`config.mk`:
```
export PLATFORM = sky130hd
export DESIGN_NAME = pipe_hazard_ctrl
export DESIGN_NICKNAME = d
export VERILOG_FILES = /design/src/rtl/pipe_pkg.sv /design/src/rtl/haz_fwd_unit.sv /design/src/rtl/pipe_hazard_ctrl.sv
export SDC_FILE = /design/constraint.sdc
export NUM_CORES = 1
export LEC_CHECK = 0
export ABC_AREA = 1
export CAP_MARGIN = 20
export CORE_MARGIN = 5
export CORE_UTILIZATION = 40
export CTS_CLUSTER_DIAMETER = 80
export DETAILED_ROUTE_END_ITERATION = 8
export PLACE_DENSITY = 0.75
export REMOVE_ABC_BUFFERS = 1
export SYNTH_ARGS = -nofsm -noshare
export SYNTH_HDL_FRONTEND = slang
export SYNTH_SLANG_ARGS = --single-unit
```
`constraint.sdc`:
```
create_clock -name clk -period 4.6 [get_ports clk]
set_input_delay 1.38 -clock clk [delete_from_list [all_inputs] [get_ports clk]]
set_output_delay 1.38 -clock clk [all_outputs]
set_load 0.05 [all_outputs]
```
`src/rtl/pipe_pkg.sv`:
```
// Shared types and constants for the pipeline hazard controller.
// Imported by pipe_hazard_ctrl and haz_fwd_unit.
package pipe_pkg;

  typedef enum logic [1:0] {
    ST_RUN       = 2'd0,
    ST_LU_STALL  = 2'd1,
    ST_DIV_BUSY  = 2'd2,
    ST_RAW_STALL = 2'd3
  } state_t;

  localparam logic [5:0] OP_R   = 6'd0;
  localparam logic [5:0] OP_J   = 6'd2;
  localparam logic [5:0] OP_BEQ = 6'd4;
  localparam logic [5:0] OP_BNE = 6'd5;
  localparam logic [5:0] OP_LW  = 6'd35;
  localparam logic [5:0] OP_SW  = 6'd43;

  localparam logic [1:0] FWD_RF = 2'b00;
  localparam logic [1:0] FWD_MW = 2'b01;
  localparam logic [1:0] FWD_XM = 2'b10;

  // rt is a source operand only for R-type, branches and stores
  function automatic logic uses_rt(input logic [5:0] op);
    return (op == OP_R) || (op == OP_BEQ) || (op == OP_BNE) || (op == OP_SW);
  endfunction

endpackage

```
`src/rtl/haz_fwd_unit.sv`:
```
// Combinational two-source compare against a near (a) and far (b) writer.
// Near writer wins; register 0 never matches.
module haz_fwd_unit
  import pipe_pkg::*;
(
  input  logic [4:0] i_rs,
  input  logic [4:0] i_rt,
  input  logic       i_a_wr,
  input  logic [4:0] i_a_rd,
  input  logic       i_b_wr,
  input  logic [4:0] i_b_rd,
  output logic [1:0] o_sel_a,
  output logic [1:0] o_sel_b
);

  function automatic logic [1:0] pick(input logic [4:0] src,
                                      input logic a_wr, input logic [4:0] a_rd,
                                      input logic b_wr, input logic [4:0] b_rd);
    if (src == 5'd0)               return FWD_RF;
    else if (a_wr && (a_rd == src)) return FWD_XM;
    else if (b_wr && (b_rd == src)) return FWD_MW;
    else                           return FWD_RF;
  endfunction

  assign o_sel_a = pick(i_rs, i_a_wr, i_a_rd, i_b_wr, i_b_rd);
  assign o_sel_b = pick(i_rt, i_a_wr, i_a_rd, i_b_wr, i_b_rd);

endmodule

```
`src/rtl/pipe_hazard_ctrl.sv`:
```
// Pipeline hazard controller: load-use, divider and RAW stalls plus branch/jump flushes.
// Macro HAZ_FORWARD_EN: forward EX operands instead of stalling on RAW hazards.
module pipe_hazard_ctrl
  import pipe_pkg::*;
#(
  parameter int unsigned DIV_LAT = 8
) (
  input  logic        clk,
  input  logic        rst,
  input  logic [31:0] IR,
  input  logic        DX_MemRead,
  input  logic        DX_RegWrite,
  input  logic        DX_div,
  input  logic [4:0]  DX_RD,
  input  logic [4:0]  DX_RS,
  input  logic [4:0]  DX_RT,
  input  logic        XM_RegWrite,
  input  logic [4:0]  XM_RD,
  input  logic        MW_RegWrite,
  input  logic [4:0]  MW_RD,
  input  logic        branch_taken,
  input  logic        jump,
  output logic        PC_write,
  output logic        IF_ID_write,
  output logic        IF_flush,
  output logic        DX_flush,
  output logic [1:0]  fwdA,
  output logic [1:0]  fwdB,
  output logic        busy,
  output logic [31:0] stall_cnt
);
  // state        | meaning
  // RUN          | normal issue
  // LU_STALL     | one bubble after a load feeding the ID instruction
  // DIV_BUSY     | divider occupies EX, ID/EX held, counter running
  // RAW_STALL    | bubbles until no in-flight writer matches ID sources

  localparam logic [3:0] DIV_LOAD = 4'(DIV_LAT - 1);

  state_t      r_state, w_state_nxt;
  logic [3:0]  r_div_cnt, w_div_cnt_nxt;
  logic [31:0] r_stall_cnt;
  logic [4:0]  w_rs, w_rt;
  logic [5:0]  w_op;
  logic        w_rt_used, w_lu_hit, w_raw_hit, w_jump_flush;
  logic [1:0]  w_sel_a, w_sel_b;
  logic        w_unused;

  assign w_op      = IR[31:26];
  assign w_rs      = IR[25:21];
  assign w_rt      = IR[20:16];
  assign w_rt_used = uses_rt(w_op);
  assign w_lu_hit  = DX_MemRead && (DX_RD != 5'd0) &&
                     ((DX_RD == w_rs) || (w_rt_used && (DX_RD == w_rt)));

`ifdef HAZ_FORWARD_EN
  haz_fwd_unit u_fwd (
    .i_rs(DX_RS), .i_rt(DX_RT),
    .i_a_wr(XM_RegWrite), .i_a_rd(XM_RD),
    .i_b_wr(MW_RegWrite), .i_b_rd(MW_RD),
    .o_sel_a(w_sel_a), .o_sel_b(w_sel_b)
  );
  assign w_raw_hit = 1'b0;
  assign fwdA      = rst ? w_sel_a : FWD_RF;
  assign fwdB      = rst ? w_sel_b : FWD_RF;
  assign w_unused  = ^{IR[15:0], DX_RegWrite};
`else
  // Same comparator reused one stage earlier: ID sources against EX and MEM writers
  haz_fwd_unit u_fwd (
    .i_rs(w_rs), .i_rt(w_rt),
    .i_a_wr(DX_RegWrite), .i_a_rd(DX_RD),
    .i_b_wr(XM_RegWrite), .i_b_rd(XM_RD),
    .o_sel_a(w_sel_a), .o_sel_b(w_sel_b)
  );
  assign w_raw_hit = (w_sel_a != FWD_RF) || (w_rt_used && (w_sel_b != FWD_RF));
  assign fwdA      = FWD_RF;
  assign fwdB      = FWD_RF;
  assign w_unused  = ^{IR[15:0], DX_RS, DX_RT, MW_RegWrite, MW_RD};
`endif

  always_ff @(posedge clk or negedge rst) begin
    if (!rst) begin
      r_state     <= ST_RUN;
      r_div_cnt   <= 4'd0;
      r_stall_cnt <= 32'd0;
    end else begin
      r_state   <= w_state_nxt;
      r_div_cnt <= w_div_cnt_nxt;
      if (!PC_write) r_stall_cnt <= r_stall_cnt + 32'd1;
    end
  end

  always_comb begin
    w_state_nxt   = r_state;
    w_div_cnt_nxt = r_div_cnt;
    w_jump_flush  = 1'b0;
    if (branch_taken) begin
      w_state_nxt   = ST_RUN;
      w_div_cnt_nxt = 4'd0;
    end else begin
      case (r_state)
        ST_RUN: begin
          if (DX_div) begin
            w_state_nxt   = ST_DIV_BUSY;
            w_div_cnt_nxt = DIV_LOAD;
          end else if (w_lu_hit) begin
            w_state_nxt = ST_LU_STALL;
          end else if (w_raw_hit) begin
            w_state_nxt = ST_RAW_STALL;
          end else begin
            w_jump_flush = jump;
          end
        end
        ST_LU_STALL: w_state_nxt = ST_RUN;
        ST_DIV_BUSY: begin
          w_div_cnt_nxt = r_div_cnt - 4'd1;
          if (r_div_cnt <= 4'd1) begin
            w_state_nxt   = ST_RUN;
            w_div_cnt_nxt = 4'd0;
          end
        end
        ST_RAW_STALL: if (!w_raw_hit) w_state_nxt = ST_RUN;
        default: w_state_nxt = ST_RUN;
      endcase
    end
  end

  assign PC_write    = (r_state == ST_RUN) || branch_taken;
  assign IF_ID_write = (r_state == ST_RUN) || branch_taken;
  assign IF_flush    = rst && (branch_taken || w_jump_flush);
  assign DX_flush    = rst && (branch_taken || (r_state == ST_LU_STALL) ||
                               (r_state == ST_RAW_STALL));
  assign busy        = (r_state != ST_RUN);
  assign stall_cnt   = r_stall_cnt;

endmodule

```
# Yosys cells after proc, flatten, opt, wreduce, memory -nomap -nowiden
# Index checks and enable logic that the tools add are counted.
[totals]
regBits = 38
latchBits = 0
mem_bits_rw = 0
rom_bits = 0
output_inout_bits = 41
wordCells = 72
n_memories = 0
[op_classes]
addsub = 2
multipliers = 0
div_mod_pow = 0
order_cmp = 1
eq_ne = 14
shift = 0
mux = 22
bitwise = 0
reduce_logical = 30
[ops]
columns = ["cell", "count"]
rows = [
  ["32-bit by 1-bit adder with 32-bit output (second input constant)", 1],
  ["5-bit == test", 4],
  ["2-bit two-way mux", 10],
  ["6-bit by 3-bit == test with 1-bit output (second input constant)", 2],
  ["4-bit two-way mux", 3],
  ["1-bit logical AND", 10],
  ["5-bit logical NOT", 2],
  ["1-bit logical OR", 9],
  ["3-bit inequality test (second input constant)", 3],
  ["2-bit case mux with 4 select lines", 1],
  ["4-bit case mux with 2 select lines", 1],
  ["1-bit two-way mux", 7],
  ["6-bit == test (second input constant)", 1],
  ["6-bit logical NOT", 1],
  ["2-bit nonzero test", 3],
  ["5-bit inequality test (second input constant)", 1],
  ["5-bit nonzero test", 1],
  ["2-bit == test (second input constant)", 2],
  ["4-bit by 1-bit <= comparator with 1-bit output (second input constant)", 1],
  ["4-bit by 1-bit subtractor with 4-bit output (second input constant)", 1],
  ["3-bit AND reduction", 1],
  ["3-bit nonzero test", 1],
  ["2-bit by 1-bit == test with 1-bit output (second input constant)", 1],
  ["2-bit logical NOT", 1],
  ["2-bit AND reduction", 1],
]

# Longest topological paths before layout
# Gate-level depths: netlist (run 1).
[depth]
depth_word = 15
mapped_depth = 12
depth_no_buf = 12

# Hierarchy
# From an unflattened synthesis (run 1), not the netlist that was laid out.
[hier_totals]
cells_unflattened = 404
hier_area_um2 = 2778.9
[by_module_without_submodules]
columns = ["module", "instances", "cells_each", "area_per_inst_um2", "seq_area_each_um2"]
rows = [
  ["pipe_hazard_ctrl", 1, 297, 2342.2, 950.9],
  ["haz_fwd_unit", 1, 107, 436.7, 0.0],
]

# Worst setup path after synthesis (run 1)
# OpenSTA, ideal clock, no wires.
[synth_timing]
path_type = "input -> output"
startpoint = "in IR[16]"
endpoint = "out IF_flush"
arrival_ps = 2675
t_required_ps = 3220
setup_slack_ps = 545
stages = 11
n_path_buf = 0
path_cell_list = "inv_1 -> nand2_1 -> nand2_1 -> inv_1 -> nand3_1 -> nor2_1 -> nand2_1 -> nand2_1 -> nand2_1 -> nand4_1 -> a21oi_1"
[synth_via]
elab_chain_len = 15
word_cells_on_any_way = 21
cone_classes = "2 x eq/ne; 8 x mux; 11 x reduce/logical"
[synth_lines]
columns = ["item", "line", "source"]
rows = [
  ["from (decl)", "pipe_hazard_ctrl.sv:10", "input logic [31:0] IR,"],
  ["5-bit == test", "haz_fwd_unit.sv:21", "else if (b_wr && (b_rd == src)) return FWD_MW;"],
  ["1-bit logical AND", "haz_fwd_unit.sv:21", ""],
  ["1-bit two-way mux", "haz_fwd_unit.sv:21", ""],
  ["2-bit two-way mux", "haz_fwd_unit.sv:20", "else if (a_wr && (a_rd == src)) return FWD_XM;"],
  ["2-bit two-way mux", "haz_fwd_unit.sv:19", "if (src == 5'd0) return FWD_RF;"],
  ["2-bit nonzero test", "pipe_hazard_ctrl.sv:75", "assign w_raw_hit = (w_sel_a != FWD_RF) || (w_rt_used && (w_sel_b != FWD_RF));"],
  ["1-bit logical AND", "pipe_hazard_ctrl.sv:75", ""],
  ["1-bit logical OR", "pipe_hazard_ctrl.sv:75", ""],
  ["1-bit two-way mux", "pipe_hazard_ctrl.sv:108", "end else if (w_raw_hit) begin"],
  ["1-bit two-way mux (*)", "pipe_hazard_ctrl.sv:106", "end else if (w_lu_hit) begin"],
  ["1-bit two-way mux (*)", "pipe_hazard_ctrl.sv:103", "if (DX_div) begin"],
  ["1-bit two-way mux (*)", "pipe_hazard_ctrl.sv:101", "case (r_state)"],
  ["1-bit two-way mux (*)", "pipe_hazard_ctrl.sv:97", "if (branch_taken) begin"],
  ["1-bit logical OR (*)", "pipe_hazard_ctrl.sv:130", "assign IF_flush = rst && (branch_taken || w_jump_flush);"],
  ["1-bit logical AND (*)", "pipe_hazard_ctrl.sv:130", ""],
  ["to (decl)", "pipe_hazard_ctrl.sv:25", "output logic IF_flush,"],
]
# Mark *: on every way between the ends. The rest lies on a longest branch, timed or not.

# Worst setup path in the final report (run 1)
[layout_timing]
startpoint = "in IR[22]"
endpoint = "out IF_flush"
[layout_via]
elab_chain_len = 14
word_cells_on_any_way = 19
cone_classes = "2 x eq/ne; 8 x mux; 9 x reduce/logical"
[layout_lines]
columns = ["item", "line"]
rows = [
  ["5-bit == test", "haz_fwd_unit.sv:21"],
  ["1-bit logical AND", "haz_fwd_unit.sv:21"],
  ["1-bit two-way mux", "haz_fwd_unit.sv:21"],
  ["2-bit two-way mux", "haz_fwd_unit.sv:20"],
  ["2-bit two-way mux", "haz_fwd_unit.sv:19"],
  ["2-bit nonzero test", "pipe_hazard_ctrl.sv:75"],
  ["1-bit logical OR", "pipe_hazard_ctrl.sv:75"],
  ["1-bit two-way mux", "pipe_hazard_ctrl.sv:108"],
  ["1-bit two-way mux (*)", "pipe_hazard_ctrl.sv:106"],
  ["1-bit two-way mux (*)", "pipe_hazard_ctrl.sv:103"],
  ["1-bit two-way mux (*)", "pipe_hazard_ctrl.sv:101"],
  ["1-bit two-way mux (*)", "pipe_hazard_ctrl.sv:97"],
  ["1-bit logical OR (*)", "pipe_hazard_ctrl.sv:130"],
  ["1-bit logical AND (*)", "pipe_hazard_ctrl.sv:130"],
]
# Marked as above.

==> metrics.txt, run 1 <==
run status=completed; clock tree from TritonCTS=done; Clock Latency Late Sink=0.28 ns; largest fanout on the critical path=4; worst vdd rail ir drop=0.388 mV; total number of vias=2,435; sequence of cells on the critical path=clkdlybuf4s50_1 -> inv_1 -> o21ai_0 -> nor2_1 -> nand3_1 -> nand2_1 -> nand2_1 -> nand4_1 -> a21oi_2 -> buf_12; cell depth of the worst flop-to-flop path=12; routed len/inst=about 12 um; worst rel slew slack=between 60% and 70%; total power draw=1.14 mW; ratio of cells with drive above 1 in the final layout=roughly 8.6%; total half-perimeter wirelength after legalization and detailed placement=5110 um; number of global-route vias before repair=2,341; yosys warns=0; share of the synthesized area in compound gates (AO/OA/AOI/OAI)=under 10%; power per unit of standard cell area=327 mW/mm2; RR Endpoint=stall_cnt[30]; nets=around 500; initial antenna violation count=0; cell with the biggest individual delay on the critical path=clkdlybuf4s50_1; cell repeated most along the worst path=nand2_1; area used by sequential logic in the layout=roughly 950 um2; start point of the worst min-delay path=stall_cnt[31]; largest incremental delay on the critical path=0.53 ns; path class of the lowest-slack min-delay path=flip-flop to flip-flop; starting density of the core=between 40% and 50%; Synth Area per Inst=between 7 and 8 um2; clock transition at the register clock pins on the worst setup and hold paths after CTS=0.06 ns; signed area change from the synthesized netlist to the final layout=33.6%; setup tns final=0 ns; time the worst path needs with I/O delays and setup=4.36 ns; flop and latch count out of synthesis=38; part of the Yosys area used for sequential elements=36.3%; slew at the pin closest to its max-slew limit=0.527 ns; post-route DRC violation count=0; dominant combinational cell family by area after synthesis=simple AND/OR/NAND/NOR gates; RePlAce Congestion=0.908; number of port buffers=70; sort of element at the start of the critical path=primary input; share of synthesized cell area in full adder, half adder and majority cells=between 1 and 1.5%; Max-cap violations=0; setup repair after global routing missed its margin=false; Root Buffer Master=clkbuf_8; area of the placeable core=0.00635 mm2; total global routing overflow=0; Fin Clk Skew=a little over 0.007 ns; startpoint-to-endpoint class of the critical path=primary input to output pin; endpoint arrival time on the critical path=2.98 ns; Filler Cell Count=575; setup slack on the worst flop-to-flop path=around 2.8 ns; share of the synthesized netlist area taken by xor and xnor gates=11.3%; Total Routing Usage GR=15.1%; worst-case clock buffer depth=2; wire length after detailed routing=6160 um; max frequency=0.229 GHz; maximum level of the CTS H-tree=2; post-DR vias/cell=4.80; number of failing setup endpoints in the final timing report=0; vertical extent of the die=90.9 um; TritonCTS sink count=38; I/O pin count=around 110; static leakage power=1.85 nW; count of nets left with antenna violations after detail routing=0; number of inserted diodes=0; area of the multi-input gates=0.00142 mm2; maximum number of pins on one net before global-route repair=39; number of cell rows=29; number of max-slew violations in the final report=0; Post-Syn Area=roughly 0.0026 mm2; Die Area=0.00826 mm2; final critical-path share of the clock period=94.9%; final number of hold-violating endpoints=0; required time of the critical path=3.22 ns; gate count of the mapped netlist=355; mux share of post-synthesis cell area=0%; DR pass1 iterations=4; Inserted Clock Buffers=5; post-CTS repair timing setup buffer count=0; end of the worst hold path=stall_cnt[31]; drt initial violations=94; Die W=90.9 um; global-route wire length before repair=10,600 um; number of stages on the worst hold path=1; kind of capture point of the worst setup path=output pin; simple-gate share of the synthesized area=36.0%; launch point of the worst reg-to-reg path=stall_cnt[0]; cell count after placement=500; final standard cell count with taps included and fillers excluded=507; number of unique standard cell types used by synthesis=35
## flip-flops by register name (all words and copies together), names as in the netlist
| register | cells |
|---|---|
| stall_cnt | 32 |
| r_div_cnt | 4 |
| r_state | 2 |
## final cells by class
cell class                 instances  area share [%]
multi-input combinational        256            40.7
sequential                        38            27.2
timing repair buffer              71            20.9
inverter                          58            6.23
tap                               77            2.76
clock buffer                       5            1.97
clock inverter                     2           0.286
## worst max path at each step
stage	cells past startpoint	startpoint	end	slack [ns]
after floorplan	11	IR[16]	IF_flush	0.55
after global placement	10	IR[17]	IF_flush	0.20
after CTS	10	IR[22]	IF_flush	0.20
after global routing	10	IR[22]	IF_flush	0.04
final	10	IR[22]	IF_flush	0.24
after detailed placement	10	IR[22]	IF_flush	0.20
## cells by family after synthesis
kind of cell | Yosys count
XOR/XNOR | 33
other | 1
adder cells (fa/ha/maj) | 3
flip-flops | 38
AO/OA/AOI/OAI | 22
buffers and inverters | 64
AND/OR/NAND/NOR | 194
## what timing repair did
| item | in CTS | in global routing |
|---|---|---|
| gates resized for setup | 0 | 1 |
| hold buffers | 0 | 0 |
| setup endpoints to repair | 0 | 1 |
## per-stage QoR
step,hold slack [ns],area (um2),utilization [%],worst slack (ns)
after floorplan,0.534,2590,-,0.545
after CTS,0.507,3490,55.0,0.197
final,0.502,3500,55.1,0.237
after detailed placement,0.494,3410,53.8,0.198
after global placement,0.474,3410,53.8,0.199
after global routing,0.517,3500,55.1,0.0381
## cell usage in the layout, fill, tap and decap left out, types with 4 or more instances in the layout
cell type        netlist  layout
nand2_1               99      99
clkdlybuf4s50_1        0      65
inv_1                 55      55
nor2_1                44      44
dfrtp_1               38      38
xor2_1                21      21
xnor2_1               11      11
nand3_1               10      10
nand4_1                9       9
o21ai_0                9       9
nor3_1                 9       9
clkbuf_8               0       5
a21oi_1                5       4
conb_1                 1       4
## worst max-delay path, delay by kind of cell
kind | cells | cell delay, ns
AO/OA/AOI/OAI | 2 | 0.39
AND/OR/NAND/NOR | 5 | 0.43
buffers and inverters | 3 | 0.77
## cells in the mapped netlist
library cell  instances  share of area (%)
nand3_2               2               0.76
nor2_8                2                1.5
inv_2                 3               0.43
inv_1                55                7.9
a211oi_1              1               0.29
nand4_1               9                2.2
ha_1                  3                1.4
nor3_2                3                1.1
nand3_1              10                1.9
o211ai_1              1               0.29
buf_2                 1               0.19
nor2_4                3                1.3
nand3b_1              2               0.57
xnor2_2               1               0.62
a21oi_1               5               0.96
xnor2_1              11                3.7
conb_1                1               0.14
nor3_1                9                1.7
buf_4                 5                1.4
nand2_4               2               0.86
nand2_1              99                 14
nor3_4                1               0.62
o21bai_1              1               0.29
nor2_2                1               0.24
nor4_1                2               0.48
dfrtp_1              38                 36
nand4_4               1               0.81
nand4_2               2               0.96
xor2_1               21                7.0
o21ai_0               9                1.7
nor2_1               44                6.3
o22ai_1               3               0.72
a31oi_1               1               0.24
nand2_2               2               0.48
a21boi_0              1               0.29
## routing by layer
layer / global-route usage (%) / up-vias / part of all wire, %
li1: - / 1242 / -
met4: 3.79 / 0 / 0.91
met5: 0 / - / 0
met1: 19.6 / 1133 / 45
met3: 2.58 / 4 / 3.8
met2: 26.1 / 56 / 50
## power by group
part           internal (mW)  switching (mW)
Combinational          0.179           0.322
Clock                  0.102           0.110
Sequential             0.380          0.0492
Total                  0.661           0.480
Power figures use the tool's default switching activity.
==> run 2, diff against run 1 <==
--- a/config.mk
+++ b/config.mk
@@ -7,11 +7,13 @@
 export LEC_CHECK = 0
 export ABC_AREA = 1
 export CAP_MARGIN = 20
+export CELL_PAD_IN_SITES_DETAIL_PLACEMENT = 1
+export CELL_PAD_IN_SITES_GLOBAL_PLACEMENT = 1
 export CORE_MARGIN = 5
-export CORE_UTILIZATION = 40
+export CORE_UTILIZATION = 32
 export CTS_CLUSTER_DIAMETER = 80
 export DETAILED_ROUTE_END_ITERATION = 8
-export PLACE_DENSITY = 0.75
+export PLACE_DENSITY = 0.85
 export REMOVE_ABC_BUFFERS = 1
 export SYNTH_ARGS = -nofsm -noshare
 export SYNTH_HDL_FRONTEND = slang
==> run 2 against run 1 <==
  * Core utilization decreased by 11 points
  * Total power increased by 2.1%
  * Critical path depth unchanged
  * Wire length grew 18%
  * Sequential power hardly changed
  * Die area is 22% higher
  * Count of clock-buffer cells in the layout rose by 1
  * Cell count increased by 5.3%
  * Critical endpoint unchanged
  * Largest power group unchanged
==> metrics.txt, run 2 (synthesis gave the netlist of run 1 again) <==
maximum level of the CTS H-tree=2 (unchanged); minimum setup slack after placement=0.172 ns (was 0.198 ns); number of global-route vias before repair=2,612 (was 2,341); number of port buffers=70 (unchanged); worst vdd rail ir drop=0.326 mV (was 0.388 mV); leading cell type in the layout, fill and taps excluded=nand2_1 (unchanged); final number of hold-violating endpoints=0 (unchanged); setup repair after global routing missed its margin=false (unchanged); path class of the lowest-slack min-delay path=flip-flop to flip-flop (unchanged); DR pass1 iterations=4 (unchanged); wire length after detailed routing=7300 um (was 6160 um); number of stages on the worst hold path=1 (unchanged); initial antenna violation count=0 (unchanged); static leakage power=1.86 nW (was 1.85 nW); max frequency=0.228 GHz (was 0.229 GHz); starting density of the core=32.3% (was 41.2%); Largest register FFs=32 (unchanged); Fin Clk Skew=0.00424 ns (was 0.00723 ns); Max-cap violations=0 (unchanged); worst hold slack across all endpoints=0.474 ns (was 0.502 ns); top library cells by usage in the layout, fill and taps aside=99 x nand2_1, 65 x clkdlybuf4s50_1, 55 x inv_1 (unchanged); clock transition at the register clock pins on the worst setup and hold paths after CTS=0.07 ns (was 0.06 ns); worst-case clock buffer depth=2 (unchanged); ratio of cells with drive above 1 in the final layout=8.39% (was 8.60%); final worst setup slack=0.219 ns (was 0.237 ns); number of max-slew violations in the final report=0 (unchanged); startpoint-to-endpoint class of the critical path=primary input to output pin (unchanged); Total Routing Usage GR=15.1% (about the same); run status=completed (unchanged); Die Area=0.0101 mm2 (was 0.00826 mm2); post-route DRC violation count=0 (unchanged); TritonCTS sink count=38 (unchanged); nets=499 (unchanged); time the worst path needs with I/O delays and setup=4.38 ns (was 4.36 ns); global-route wire length before repair=12,400 um (was 10,600 um); final critical-path share of the clock period=95.2% (was 94.9%); required time of the critical path=3.22 ns (about the same); Clock Latency Late Sink=0.28 ns (about the same); clock tree from TritonCTS=done (unchanged); total half-perimeter wirelength after legalization and detailed placement=6030 um (was 5110 um); Die W=100 um (was 90.9 um); RePlAce Congestion=0.901 (was 0.908); I/O pin count=107 (unchanged); vertical extent of the die=100 um (was 90.9 um); post-DR vias/cell=4.60 (was 4.80); total number of vias=2,457 (was 2,435); cell depth of the worst flop-to-flop path=12 (unchanged); signed area change from the synthesized netlist to the final layout=35.5% (was 33.6%); post-CTS repair timing setup buffer count=0 (unchanged); kind of capture point of the worst setup path=output pin (unchanged); Root Buffer Master=clkbuf_8 (unchanged); area of the placeable core=0.00809 mm2 (was 0.00635 mm2); sort of element at the start of the critical path=primary input (unchanged); worst rel slew slack=64.5% (was 64.8%); number of failing setup endpoints in the final timing report=0 (unchanged); total global routing overflow=0 (unchanged); number of inserted diodes=0 (unchanged); setup tns final=0 ns (unchanged); count of nets left with antenna violations after detail routing=0 (unchanged); maximum number of pins on one net before global-route repair=39 (unchanged); drt initial violations=59 (was 94); slew at the pin closest to its max-slew limit=0.530 ns (was 0.527 ns); endpoint arrival time on the critical path=3.00 ns (was 2.98 ns); routed len/inst=13.7 um (was 12.2 um); number of cell rows=33 (was 29); largest fanout on the critical path=4 (unchanged); Inserted Clock Buffers=5 (unchanged); power per unit of standard cell area=329 mW/mm2 (was 327 mW/mm2)
[run 2: cell types whose count changed in the layout (fill, tap and decap cells not counted)]
cell and delta:
clkinv_2 -2, buf_12 +1, buf_4 -1, clkbuf_8 +1
[run 2: critical path: stages]
cell and delay, ns:
clkdlybuf4s50_1 0.53, inv_1 0.11, o21ai_0 0.17, nor2_1 0.06, nand4_1 0.10, nand2_1 0.08
nand2_1 0.11, nand4_1 0.12, a21oi_2 0.19, buf_12 0.16
[run 2: path summary, 6_finish.rpt]
| path | startpoint | endpoint | slack [ns] |
|---|---|---|---|
| worst min register to register | stall_cnt[31] | stall_cnt[31] | 0.47 |
| worst min-delay path | stall_cnt[31] | stall_cnt[31] | 0.47 |
| min in group asynchronous | rst | stall_cnt[18] | 1.20 |
| worst max-delay path | IR[17] | IF_flush | 0.22 |
| max in group asynchronous | rst | stall_cnt[10] | 3.05 |
| worst max register to register | stall_cnt[0] | stall_cnt[30] | 2.66 |
[run 2: final cells by class]
cell class	instances	area [um2]
well taps	105	131
inverters	58	218
multi-input cells	256	1420
fillers	1042	4550
repair buffers	71	743
clock buffers	6	82.6
flip-flops and latches	38	951
[run 2: per-layer routing]
layer / track usage, % / wire [um] / share of wire [%] / vias up
li1: - / - / - / 1232
met1: 18.8 / 3160 / 43 / 1191
met2: 27.4 / 3910 / 54 / 30
met3: 2.15 / 173 / 2.4 / 4
met4: 3.32 / 57 / 0.78 / 0
met5: 0 / 0 / 0 / -
[run 2: what timing repair did]
item                       CTS  global route
setup endpoints to repair    0             1
resized for setup            0             1
hold buffers                 0             0
hold endpoints to repair     0             0
[run 2: stage by stage]
stage / instance area [um2] / power, mW / util [%] / instances
floorplan: 2590 / 0.755 / - / 352
global placement: 3460 / 0.930 / 42.8 / 528
detailed placement: 3460 / 0.952 / 42.8 / 528
CTS: 3540 / 1.18 / 43.8 / 534
global route: 3550 / 1.25 / 43.8 / 534
finish: 3550 / 1.17 / 43.8 / 534
[run 2: power breakdown]
part	switching, mW	internal, mW	leakage, nW	total, mW
Sequential	0.0483	0.380	0.513	0.429
Clock	0.111	0.116	0.0431	0.227
Combinational	0.330	0.181	1.30	0.511
Total	0.489	0.677	1.86	1.17
